### config.mk
export PLATFORM = sky130hd
export DESIGN_NAME = demux12bit_stream
export DESIGN_NICKNAME = d
export VERILOG_FILES = /design/src/rtl/rev_pkg.sv /design/src/rtl/lane_fifo.sv /design/src/rtl/demux12bit_stream.sv
export SDC_FILE = /design/constraint.sdc
export NUM_CORES = 1
export LEC_CHECK = 0
export ABC_AREA = 0
export CAP_MARGIN = 20
export CORE_MARGIN = 2
export CORE_UTILIZATION = 35
export CTS_CLUSTER_SIZE = 24
export DETAILED_ROUTE_END_ITERATION = 6
export PLACE_DENSITY = 0.51
export SETUP_SLACK_MARGIN = 0.1
export SLEW_MARGIN = 40
export SYNTH_ARGS = -nofsm -noshare
export SYNTH_HDL_FRONTEND = slang
export SYNTH_SLANG_ARGS = --single-unit
### constraint.sdc
create_clock -name clk -period 4.3 [get_ports clk]
set_clock_uncertainty 0.05 [all_clocks]
set_input_delay 1.075 -clock clk [delete_from_list [all_inputs] [get_ports clk]]
set_output_delay 1.075 -clock clk [all_outputs]
set_load 0.03 [all_outputs]
### src/rtl/rev_pkg.sv
// Shared word width and lane-select encoding for the 12-bit stream demux.
package rev_pkg;

    localparam int unsigned WORD_W = 12;

    typedef enum logic {
        LANE_A = 1'b0,
        LANE_B = 1'b1
    } lane_e;

endpackage : rev_pkg

### src/rtl/lane_fifo.sv
// Synchronous FIFO for one demux lane; level is an explicit counter, pointers wrap mod DEPTH.
module lane_fifo
    import rev_pkg::*;
#(
    parameter int unsigned WIDTH = WORD_W,
    parameter int unsigned DEPTH = 4
) (
    input  logic                       clk,
    input  logic                       rst_n,
    input  logic                       push,
    input  logic                       pop,
    input  logic [WIDTH-1:0]           din,
    output logic [WIDTH-1:0]           dout,
    output logic                       full,
    output logic                       empty,
    output logic [$clog2(DEPTH):0]     level
);

    localparam int unsigned PW = $clog2(DEPTH);
    localparam int unsigned LW = PW + 1;

    logic [WIDTH-1:0] mem_q [DEPTH];
    logic [PW-1:0]    wptr_q, wptr_d;
    logic [PW-1:0]    rptr_q, rptr_d;
    logic [LW-1:0]    level_q, level_d;
    logic             push_ok_c;
    logic             pop_ok_c;

    assign full  = (level_q == LW'(DEPTH));
    assign empty = (level_q == '0);
    assign level = level_q;
    // Head is masked to zero while empty so stale storage never leaks out.
    assign dout  = empty ? '0 : mem_q[rptr_q];

    always_comb begin
        push_ok_c = push && !full;
        pop_ok_c  = pop && !empty;
        wptr_d    = wptr_q;
        rptr_d    = rptr_q;
        level_d   = level_q;
        if (push_ok_c) wptr_d = wptr_q + PW'(1);
        if (pop_ok_c)  rptr_d = rptr_q + PW'(1);
        case ({push_ok_c, pop_ok_c})
            2'b10:   level_d = level_q + LW'(1);
            2'b01:   level_d = level_q - LW'(1);
            default: level_d = level_q;
        endcase
    end

    always_ff @(posedge clk or negedge rst_n) begin
        if (!rst_n) begin
            wptr_q  <= '0;
            rptr_q  <= '0;
            level_q <= '0;
            for (int i = 0; i < int'(DEPTH); i++) mem_q[i] <= '0;
        end else begin
            wptr_q  <= wptr_d;
            rptr_q  <= rptr_d;
            level_q <= level_d;
            if (push_ok_c) mem_q[wptr_q] <= din;
        end
    end

    a_no_overflow:  assert property (@(posedge clk) disable iff (!rst_n) !(push && full));
    a_no_underflow: assert property (@(posedge clk) disable iff (!rst_n) !(pop && empty));

endmodule : lane_fifo

### src/rtl/demux12bit_stream.sv
// 1-to-2 word demux: steers each accepted word into lane A or B by in_sel.
module demux12bit_stream
    import rev_pkg::*;
#(
    parameter int unsigned WIDTH = WORD_W,
    parameter int unsigned DEPTH = 4
) (
    input  logic                       clk,
    input  logic                       rst_n,
    input  logic [WIDTH-1:0]           in_data,
    input  logic                       in_sel,
    input  logic                       in_valid,
    output logic                       in_ready,
    output logic [WIDTH-1:0]           a_data,
    output logic                       a_valid,
    input  logic                       a_ready,
    output logic [WIDTH-1:0]           b_data,
    output logic                       b_valid,
    input  logic                       b_ready,
    output logic [$clog2(DEPTH):0]     a_level,
    output logic [$clog2(DEPTH):0]     b_level
);

    lane_e sel_c;
    logic  a_full, b_full;
    logic  a_empty, b_empty;
    logic  push_a_c, push_b_c;
    logic  pop_a_c, pop_b_c;

    // Ready depends only on the selected lane's registered fullness.
    always_comb begin
        sel_c    = lane_e'(in_sel);
        in_ready = (sel_c == LANE_A) ? !a_full : !b_full;
        push_a_c = in_valid && in_ready && (sel_c == LANE_A);
        push_b_c = in_valid && in_ready && (sel_c == LANE_B);
        pop_a_c  = a_ready && a_valid;
        pop_b_c  = b_ready && b_valid;
    end

    assign a_valid = !a_empty;
    assign b_valid = !b_empty;

    lane_fifo #(.WIDTH(WIDTH), .DEPTH(DEPTH)) u_lane_a (
        .clk   (clk),
        .rst_n (rst_n),
        .push  (push_a_c),
        .pop   (pop_a_c),
        .din   (in_data),
        .dout  (a_data),
        .full  (a_full),
        .empty (a_empty),
        .level (a_level)
    );

    lane_fifo #(.WIDTH(WIDTH), .DEPTH(DEPTH)) u_lane_b (
        .clk   (clk),
        .rst_n (rst_n),
        .push  (push_b_c),
        .pop   (pop_b_c),
        .din   (in_data),
        .dout  (b_data),
        .full  (b_full),
        .empty (b_empty),
        .level (b_level)
    );

endmodule : demux12bit_stream
# Word level (Yosys, flattened, before mapping)
# Index checks and enable logic that the tools add are counted.
# totals
regBits	110
in_bits	18
output_inout_bits	33
word_cells	75
# classes
n_addsub	8
magnitude_cmp	6
n_eq_ne	6
n_mux	17
n_bitwise	5
reduce_logical	19
# ops
operator	n
$bwmux 48	2
$mux 12	8
$bmux 12 s2	2
$demux 12 s2	2
$ge 3x3->1 const B	4
$not 2->3	4
$pmux 3 s2	2
$logic_and 1x1->1	11
$add 2x1->2 const B	4
$add 3x1->3 const B	2
$eq 3x3->1 const B	2
$logic_not 3->1	2
$lt 3x1->1 const B	2
$sub 3x1->3 const B	2
$eq 2x1->1 const B	2
$eq 2x2->1 const B	2
$logic_not 1->1	4
$reduce_bool 2->1	2
$mux 1	1
$not 1->1	1

# Logic depth before layout (Yosys ltp)
# logic_depth
depth_word	8
mapped_depth	10

# Modules after synthesis
# Synthesis repeated with hierarchy kept, for this count alone.
# hier_totals
hier_cells	345
hier_area_um2	5211.2
# by_module_without_submodules
mod	n_inst	cells_each	area_each_um2
lane_fifo	2	169	2582.5
demux12bit_stream	1	7	46.3

# Worst setup path before layout
# No wires, ideal clock.
# synth_path
path_type	input-to-output
from	input in_sel
to	output in_ready
arrival_ns	1.769
t_required_ns	3.175
setup_slack_ns	1.406
cell_stages	2
cell_sequence	buf_4 mux2i_1
# synth_via
elab_chain_cells	1
# synth_lines
element	line_no	text
start: declaration	demux12bit_stream.sv:11	input logic in_sel,
$mux 1	demux12bit_stream.sv:33	in_ready = (sel_c == LANE_A) ? !a_full : !b_full;
end: declaration	demux12bit_stream.sv:13	output logic in_ready,
# Every way passes these cells.

# Worst setup path after layout
# Ends and elaborated chain as after synthesis.

==> impl_results.md <==
* Top cells by area, synth: dfrtp_1, mux2_2, mux4_2, and2_1, ha_1
* Critical Path AT at 2.61 ns
* Initial DRC Count at 112
* Syn. warnings at 0
* Hold-fix buffers, CTS at 0
* Drt first pass iters at 4
* Routed len/inst at 17.7 um
* Synth Area in XOR/XNOR at 0.0202
* RSZ-0062 raised after global routing: false
* Post-synthesis mux area share at 0.320
* Clk buf depth at 2
* Pwr Density at 876 nW/um2
* Tot GR Track Use at 0.141
* Max-slew violations at 0
* Drt drc at 0
* R2R depth at 8
* Slew headroom at 0.576
* Fill count at 1,367
* Area fraction of the dominant cell type after synthesis at 0.529
* Dominant synthesized flop cell: dfrtp_1
* Root Driver: clkbuf_16
* Tightest hold margin at 0.452 ns
* Slew @ Worst Pin at 0.636 ns
* Fraction of registers with async set/reset at 1.00
* PostCTS Resize Cnt at 0
* Status: complete, no violations
* Post-DP HPWL at 6750 um
* Period utilisation layout at 0.869
* Required time of the critical path at 3.17 ns
* Final antenna-violating net count at 0
* Maximum vdd drop at 0.000397 V
* Leading area contributor after synthesis: dfrtp_1
* GRT overflow at 0
* Reg-to-reg critical path endpoint: u_lane_b.level[2]
* Synth Area in Adders at 0.0318
* Synth Register Bits at 110
* TritonCTS clock tree: done
* RePlAce Congestion at 0.707
* Reg-to-Reg Start: u_lane_b.level[0]
* Seq/Total Area, Yosys at 0.529
* Initial Util at 0.358
* Via count at 2,847
* Die height at 126 um
* Total CTS buffers at 9
* R2R setup slack at 1.89 ns
* Die area at 15,800 um2
* CP max FO at 7
* Initial antenna violation count at 0
* Post-synth cell types at 24
* Row Count at 44
* CP Launch Type: primary input
* Fmax at 268 MHz
* Io pins at 51
* Slowest CP cell: clkdlybuf4s50_1
* CORE AREA at 14,500 um2
* Critical-path cell list: clkdlybuf4s50_1, mux2i_1, clkdlybuf4s50_1
* Post-synth EDFFs at 0
* CTS clk-pin slew, worst paths at 0.06 ns
* First-pass GRT wire length at 17,200 um
* Die Span X at 126 um
* Number of diodes at 0
* Setup TNS at 0 ns
* Post-Route WL at 10,300 um
* Layout area overhead at 19.1%
* Worst Setup End Kind: output port
* Final worst path period need at 3.74 ns
* Hold endpoint: u_lane_a.mem_q[22]
* Clock Latency Late Sink at 0.35 ns
* Avg Cell Area, Syn at 15.4 um2
* Final setup viols at 0
* Largest net degree at the start of global routing at 111
* Cells after Synth at 338
* Post-synthesis compound-gate area fraction at 0.000963
* Simple-Gate Fraction of Synth Area at 0.0652
* Area of the mapped netlist at 5200 um2
* Clock sinks at 110
* Final nets at 423
* CTS H-Tree Depth at 3
* LEAKAGE at 2.57 nW
* Max-cap check violation count at 0
* Hold path depth at 1
* Post-Synthesis Net Count at 368
* IO Port Bufs at 50
* Largest stage delay, worst path at 0.68 ns
* Fraction of layout cells with a size suffix above 1 at 0.394
* Main combinational cell family by area after synthesis: multiplexers
* Crit-path most repeated cell: clkdlybuf4s50_1
* Hold crit path type: register to register
* Final Hold Vio Count at 0
* WS Path Type: primary input to output port
* Worst Hold Launch: u_lane_a.mem_q[22]
* Setup bufs post-CTS at 0
* Via density at 4.91
* Vias in the first global route at 3,164
## routing by layer
metal / track usage / up-vias / wire length, um
li1: - / 1307 / -
met1: 0.184 / 1494 / 4760
met2: 0.236 / 34 / 5090
met3: 0.0263 / 12 / 242
met4: 0.0504 / 0 / 178
met5: 0 / - / 0
## per-stage QoR
step	area, um2	power (W)	utilization	worst slack, ns	instances
floorplan	5200	0.00377	-	1.41	338
global placement	5900	0.00460	0.406	0.571	566
detailed placement	5900	0.00467	0.406	0.551	566
CTS	6190	0.00552	0.426	0.551	580
global route	6190	0.00579	0.426	0.493	580
finish	6190	0.00542	0.426	0.563	580
## worst max-delay path by stage
stage	slack [ns]	to	cells after the start	start
after floorplan	1.41	in_ready	2	in_sel
after global placement	0.57	in_ready	3	in_sel
after detailed placement	0.55	in_ready	3	in_sel
after CTS	0.55	in_ready	3	in_sel
after global routing	0.49	a_data[2]	4	u_lane_a.rptr_q[0]
final	0.56	in_ready	3	in_sel
## registers in the layout, summed over array words and instances (netlist names)
register	flops
u_lane_a.level	3
u_lane_b.mem_q	48
u_lane_b.level	3
u_lane_a.wptr_q	2
u_lane_b.wptr_q	2
u_lane_a.mem_q	48
u_lane_b.rptr_q	2
u_lane_a.rptr_q	2
## area by class of cell
class,count,area (um2),share of cell area
Sequential cell,110,2750,0.445
Multi-Input combinational cell,199,2280,0.369
Timing Repair Buffer,61,593,0.0958
Clock buffer,10,239,0.0386
Tap cell,184,230,0.0372
Clock inverter,4,48.8,0.00788
Inverter,12,45.0,0.00727
## cell usage in the layout (no fill, tap or decap), types with 2 or more instances in the layout
| master | synthesis | final |
|---|---|---|
| mux2i_1 | 2 | 2 |
| nand2_1 | 6 | 6 |
| xor2_1 | 6 | 6 |
| or3_1 | 2 | 2 |
| inv_1 | 12 | 12 |
| fa_1 | 2 | 2 |
| clkdlybuf4s50_1 | 0 | 49 |
| mux2_2 | 98 | 98 |
| nand3_1 | 2 | 2 |
| nor3_1 | 3 | 2 |
| ha_1 | 10 | 10 |
| nor2_1 | 3 | 3 |
| clkinv_2 | 0 | 2 |
| nor3_2 | 1 | 2 |
| and2_1 | 26 | 26 |
| buf_4 | 6 | 11 |
| clkbuf_16 | 0 | 9 |
| dfrtp_1 | 110 | 110 |
| nor3b_2 | 4 | 4 |
| mux4_2 | 24 | 24 |
| nor3b_4 | 2 | 2 |
| xnor2_1 | 6 | 6 |
## worst max-delay path, delay by kind of cell
kind                   cells  cell delay [ns]
buffers and inverters      2             1.32
muxes                      1             0.22
## power by group
group,switching (W),internal [W]
Combinational,0.00123,0.00147
Clock,0.000363,0.000460
Sequential,0.000343,0.00156
Total,0.00193,0.00349
## synthesized netlist by cell type (2+ instances only)
library cell and instances:
xnor2_1 6, ha_1 10, buf_4 6, nor2_1 3, inv_1 12, mux2_2 98, fa_1 2, or3_1 2
dfrtp_1 110, mux4_2 24, buf_2 5, buf_6 4, xor2_1 6, nand2_1 6, nand3_1 2, nor3_1 3
mux2i_1 2, nor3b_2 4, clkbuf_1 2, and2_1 26, nor3b_4 2
## kinds of logic (layout without fill, tap and decap cells)
kind of cell | after synthesis | after routing
DFF | 110 | 110
AOI/OAI and AO/OA | 1 | 1
adders and majority gates | 12 | 12
buffers and inverters | 29 | 87
muxes | 124 | 124
and+or+nand+nor | 50 | 50
xor gates and xnor gates | 12 | 12
Power figures use the tool's default switching activity.
